### src/rtl/mac_seq_ctrl_pkg.sv
// Shared types and constants for the MAC sequencing controller.
// Used by mac_seq_ctrl and mac_seq_ctrl_mac.
package mac_seq_ctrl_pkg;

  typedef enum logic [1:0] {
    IDLE,
    RUN,
    DRAIN,
    DONE
  } state_e;

  localparam int DRAIN_LEN = 3;

endpackage

### src/rtl/mac_seq_ctrl_mac.sv
// Signed multiply-accumulate: registered operands, then accumulator.
// sload restarts the sum with the current product; zero operands hold it.
module mac_seq_ctrl_mac
  import mac_seq_ctrl_pkg::*;
#(
  parameter int AW = 16,
  parameter int BW = 16
) (
  input  logic                     clk,
  input  logic                     rst,
  input  logic                     sload,
  input  logic signed [AW-1:0]     a,
  input  logic signed [BW-1:0]     b,
  output logic signed [AW+BW:0]    acc
);

  localparam int PW = AW + BW;

  logic signed [AW-1:0] a_q;
  logic signed [BW-1:0] b_q;
  logic                 sload_q;
  logic signed [PW-1:0] prod;
  logic signed [PW:0]   prod_x;

  assign prod   = a_q * b_q;
  assign prod_x = {prod[PW-1], prod};

  always_ff @(posedge clk or posedge rst) begin
    if (rst) begin
      a_q     <= '0;
      b_q     <= '0;
      sload_q <= 1'b0;
      acc     <= '0;
    end else begin
      a_q     <= a;
      b_q     <= b;
      sload_q <= sload;
      acc     <= sload_q ? prod_x : acc + prod_x;
    end
  end

endmodule

### src/rtl/mac_seq_ctrl.sv
// Sequences memory reads into a MAC and returns a dot product.
// Define MAC_SEQ_CTRL_RELU_EN to clamp negative results to zero.
module mac_seq_ctrl
  import mac_seq_ctrl_pkg::*;
#(
  parameter int WEIGHT_WIDTH  = 16,
  parameter int FEATURE_WIDTH = 16,
  parameter int MEMORY_DEPTH  = 7
) (
  input  logic                          clk,
  input  logic                          reset_n,
  input  logic                          start,
  output logic                          start_ready,
  input  logic [MEMORY_DEPTH:0]         len,
  input  logic [MEMORY_DEPTH-1:0]       w_base,
  input  logic [MEMORY_DEPTH-1:0]       f_base,
  output logic                          w_rd_en,
  output logic                          f_rd_en,
  output logic [MEMORY_DEPTH-1:0]       w_addr,
  output logic [MEMORY_DEPTH-1:0]       f_addr,
  input  logic signed [WEIGHT_WIDTH-1:0]  w_rdata,
  input  logic signed [FEATURE_WIDTH-1:0] f_rdata,
  output logic signed [FEATURE_WIDTH+WEIGHT_WIDTH:0] result,
  output logic                          result_valid,
  input  logic                          result_ready
);

  localparam int AW = MEMORY_DEPTH;
  localparam int LW = MEMORY_DEPTH + 1;
  localparam int RW = FEATURE_WIDTH + WEIGHT_WIDTH + 1;

  state_e state_q, state_d;

  logic [LW-1:0] len_q, cnt_q;
  logic [AW-1:0] wb_q, fb_q;
  logic          vld_q, first_q;
  logic          rd_en, run_last, drain_last;

  logic signed [RW-1:0]            acc, res_in;
  logic signed [RW-1:0]            result_q;
  logic signed [WEIGHT_WIDTH-1:0]  mac_a;
  logic signed [FEATURE_WIDTH-1:0] mac_b;

  assign rd_en      = (state_q == RUN);
  assign run_last   = (cnt_q == len_q - LW'(1));
  assign drain_last = (cnt_q == LW'(DRAIN_LEN - 1));

  assign start_ready  = (state_q == IDLE);
  assign result_valid = (state_q == DONE);
  assign result       = result_q;
  assign w_rd_en      = rd_en;
  assign f_rd_en      = rd_en;
  assign w_addr = rd_en ? wb_q + cnt_q[AW-1:0] : '0;
  assign f_addr = rd_en ? fb_q + cnt_q[AW-1:0] : '0;

  // Only data for an issued read reaches the MAC.
  assign mac_a = vld_q ? w_rdata : '0;
  assign mac_b = vld_q ? f_rdata : '0;

`ifdef MAC_SEQ_CTRL_RELU_EN
  assign res_in = acc[RW-1] ? '0 : acc;
`else
  assign res_in = acc;
`endif

  always_comb begin
    state_d = state_q;
    unique case (state_q)
      IDLE: begin
        if (start) begin
          state_d = (len == '0) ? DONE : RUN;
        end
      end
      RUN: begin
        if (run_last) state_d = DRAIN;
      end
      DRAIN: begin
        if (drain_last) state_d = DONE;
      end
      DONE: begin
        if (result_ready) state_d = IDLE;
      end
      default: state_d = IDLE;
    endcase
  end

  always_ff @(posedge clk or negedge reset_n) begin
    if (!reset_n) begin
      state_q <= IDLE;
    end else begin
      state_q <= state_d;
    end
  end

  always_ff @(posedge clk or negedge reset_n) begin
    if (!reset_n) begin
      len_q    <= '0;
      cnt_q    <= '0;
      wb_q     <= '0;
      fb_q     <= '0;
      vld_q    <= 1'b0;
      first_q  <= 1'b0;
      result_q <= '0;
    end else begin
      vld_q   <= rd_en;
      first_q <= rd_en && (cnt_q == '0);
      unique case (state_q)
        IDLE: begin
          if (start) begin
            len_q <= len;
            wb_q  <= w_base;
            fb_q  <= f_base;
            cnt_q <= '0;
            if (len == '0) result_q <= '0;
          end
        end
        RUN: begin
          cnt_q <= run_last ? '0 : cnt_q + LW'(1);
        end
        DRAIN: begin
          cnt_q <= cnt_q + LW'(1);
          if (drain_last) result_q <= res_in;
        end
        default: begin
          cnt_q <= cnt_q;
        end
      endcase
    end
  end

  mac_seq_ctrl_mac #(
    .AW (WEIGHT_WIDTH),
    .BW (FEATURE_WIDTH)
  ) u_mac (
    .clk   (clk),
    .rst   (~reset_n),
    .sload (first_q),
    .a     (mac_a),
    .b     (mac_b),
    .acc   (acc)
  );

endmodule

### config.mk
export PLATFORM = sky130hd
export DESIGN_NAME = mac_seq_ctrl
export DESIGN_NICKNAME = d
export VERILOG_FILES = /design/src/rtl/mac_seq_ctrl_pkg.sv /design/src/rtl/mac_seq_ctrl_mac.sv /design/src/rtl/mac_seq_ctrl.sv
export SDC_FILE = /design/constraint.sdc
export NUM_CORES = 1
export LEC_CHECK = 0
export ABC_AREA = 1
export BUFFER_PORTS_ARGS = -buffer_cell sky130_fd_sc_hd__buf_2
export CORE_MARGIN = 4
export CORE_UTILIZATION = 50
export CTS_CLUSTER_DIAMETER = 40
export CTS_CLUSTER_SIZE = 28
export DETAILED_ROUTE_END_ITERATION = 12
export GPL_TIMING_DRIVEN = 0
export HOLD_SLACK_MARGIN = 0.06
export PLACE_DENSITY = 0.7
export SYNTH_ARGS = -nofsm -noshare
export SYNTH_HDL_FRONTEND = slang
export SYNTH_HIERARCHICAL = 1
export SYNTH_SLANG_ARGS = --single-unit
### constraint.sdc
create_clock -name clk -period 19.4 [get_ports clk]
set_input_delay 0.97 -clock clk [delete_from_list [all_inputs] [get_ports clk]]
set_output_delay 0.97 -clock clk [all_outputs]
set_load 0.005 [all_outputs]
==> impl_metrics.toml <==
[clock_tree]
cts_resized = 0
h-tree-depth = 4
postCtsHoldBufs = 0
path_clk_slew_ns = 0.07
clockBufferDepth = 2
ctsRootBufferMaster = "clkbuf_16"
cts_buffers = 17
postCtsSetupBuffers = 0
cts_tree = "yes"
cts_sinks = 133
insertion_delay_ns = 0.47

[floorplan]
start_util_pct = 51.1
dieHeight_um = 202
die_area_sq_mm = 0.0410
core_area_sq_mm = 0.0370
fp-row-count = 70
die_w_um = 202
ios = 109

[placed_design]
portBuffers = 108
gp_congestion = 0.973
dp_hpwl_um = 43600

[global_routing]
grtUsageTotal_pct = 26.2
grt_max_degree = 69
grt_pass1_wl_um = 85100
grt_pass1_vias = 16486
antenna_found_initial = 0
overflow = 0

[yosys]
synth_compound_area_share_pct = 6.09
ys.flop_type = "dfrtp_1"
synth-seq-area-share_pct = 17.6
yosys.area_share.simple_pct = 22.5
synthXorXnorAreaFrac_pct = 1.66
syn_area_per_cell_sq_um = 7.52
ys_types = 43
synth.cell_area_sq_mm = 0.0189
synthAdderAreaFrac_pct = 37.3
async_flop_share_pct = 100
synth_top_family_by_area = "adder cells"
yosys-top-cells-area = "fa_1 28%, dfrtp_1 18%, nand2_1 14%, inv_1 12%, ha_1 9.2%"
synth_top_cells_by_count = "719 x nand2_1, 595 x inv_1, 265 x fa_1"
synth.most_common_cell = "nand2_1"
synthMuxAreaShare_pct = 0.894
synth_edf_count = 0
synth_top_area_cell = "fa_1"
ys_seq_elements = 133
synth_fp_nets = 2973
syn_inst = 2511
yosysTopAreaCellShare_pct = 28.1
yosysWarningCount = 6

[timing]
fmax_mhz = 121
drv_slew = 0
fin_skew_ns = 0.0161
finalSetupViolCount = 0
hold_violations = 0
worstMarginPinSlew_ns = 0.896
rsz0062_at_grt = "false"
layout_min_cycle_time_ns = 8.25
setup_tns_ns = 0
period_share_pct = 42.5
slew_headroom_pct = 40.3

[hold_path]
hold_depth = 0
hp-class = "reg -> reg"
hold_end = "u_mac/sload_q$_DFF_PP0_"
hp-start = "first_q$_DFF_PN0_"

[drt]
wl_per_cell_um = 16.5
drc_errors = 0
wirelength_um = 51900
final_antenna_net_count = 0
viasPerCell = 5.08
drt_iter0_markers = 1281
dr_total_vias = 16021
dr.pass1.iters = 5

[worst_setup_path]
start_kind = "flop"
cp_max_fo = 10
timing.rr.start = "u_mac/b_q[7]$_DFF_PP0_"
rr_worst_depth = 31
cp_slowest_cell = "clkbuf_1"
cp.required_ns = 19.75
path_class = "reg -> reg"
endpoint_kind = "flop"
crit_top_cell = "fa_1"
crit_buf_inv = 8
arrival_ns = 8.59
rrSetupSlack_ns = 11.15
crit_family = "adder cells"
r2r-end = "u_mac/acc[23]$_DFF_PP0_"
slowest_delay_ns = 0.63

[layout]
antenna_cells = 0
fill_cells = 3545
fin_nets = 3101
area_delta_synth_final_pct = 9.55
final_layout_size_suffix_gt1_share_pct = 8.56

[job]
drv_cap = 0

[status]
run_status = "completed"
how the worst max path moves through the flow:
stage	slack [ns]	endpoint	depth (start not counted)	startpoint
floorplan	12.74	u_mac/acc[24]$_DFF_PP0_	32	u_mac/a_q[7]$_DFF_PP0_
detailed placement	11.32	u_mac/acc[23]$_DFF_PP0_	31	u_mac/b_q[7]$_DFF_PP0_
global placement	11.23	u_mac/acc[23]$_DFF_PP0_	31	u_mac/b_q[7]$_DFF_PP0_
global route	10.66	u_mac/acc[23]$_DFF_PP0_	35	u_mac/b_q[7]$_DFF_PP0_
CTS	11.29	u_mac/acc[23]$_DFF_PP0_	31	u_mac/b_q[7]$_DFF_PP0_
finish	11.15	u_mac/acc[23]$_DFF_PP0_	31	u_mac/b_q[7]$_DFF_PP0_
logic make-up after synthesis:
group,Yosys count
buf+inv,688
compound gates,204
xor+xnor,35
flops,133
mux,15
fa+ha+maj,404
simple gates,1032
metrics by stage:
stage	cells	cell area [sq um]	util, %	hold slack (ns)	setup WS (ns)
2_1_floorplan	2511	18900	-	0.331	12.74
5_1_grt	3156	20700	56.0	0.374	10.66
4_1_cts	3156	20700	56.0	0.362	11.29
6_report	3156	20700	56.0	0.359	11.15
3_5_place_dp	3124	20100	54.4	0.336	11.32
3_3_place_gp	3123	20100	54.3	0.343	11.23
routing by layer:
metal / global-route usage [%] / up-vias / share of wire, %
met3: 6.18 / 100 / 7.7
met4: 8.37 / 0 / 2.8
met1: 35.9 / 7706 / 44
met5: 0 / - / 0
met2: 41.7 / 525 / 45
li1: - / 7690 / -
worst reg2reg max path: cells and delay by family, from the launching register on:
kind                       cells  cell delay (ns)
AOI/OAI and AO/OA              1             0.28
DFF                            1             0.32
buffers and inverters          8             1.49
and+or+nand+nor               14             2.18
adders and majority gates      8             3.85
sequential cells by signal, indices dropped and copies added, names as in the netlist, 2 cells and up:
name and count:
result 33, fb_q 7, cnt_q 8, wb_q 7
u_mac/b_q 16, u_mac/acc 33, u_mac/a_q 16, len_q 8
state_q 2
area by class of cell:
| type | count | area, sq um | share of cell area [%] |
|---|---|---|---|
| multi-input cells | 1690 | 12900 | 62.5 |
| flip-flops and latches | 133 | 3330 | 16.1 |
| inverters | 604 | 2270 | 11.0 |
| well taps | 504 | 631 | 3.05 |
| repair buffers | 109 | 571 | 2.76 |
| clock buffers | 19 | 443 | 2.14 |
| plain buffers | 84 | 372 | 1.80 |
| clock inverters | 13 | 158 | 0.762 |
layout by cell type, fill, tap and decap left out, types with 10 or more instances in the layout:
| master | count |
|---|---|
| dfrtp_1 | 133 |
| clkbuf_1 | 73 |
| o21ai_0 | 54 |
| ha_1 | 139 |
| nor3_1 | 10 |
| inv_1 | 594 |
| o21ai_1 | 22 |
| mux2_2 | 15 |
| nand3_1 | 91 |
| nand4_1 | 15 |
| a21oi_1 | 84 |
| nor2_1 | 132 |
| clkbuf_16 | 17 |
| and2_1 | 11 |
| xor2_1 | 24 |
| o21bai_1 | 12 |
| xnor2_1 | 10 |
| buf_2 | 110 |
| o21ai_2 | 17 |
| nand2_2 | 13 |
| fa_1 | 265 |
| nand2_1 | 719 |
Power is left out: the tool's default activity adds up to more than one toggle a clock period on the data nets, which glitch-free logic cannot reach.
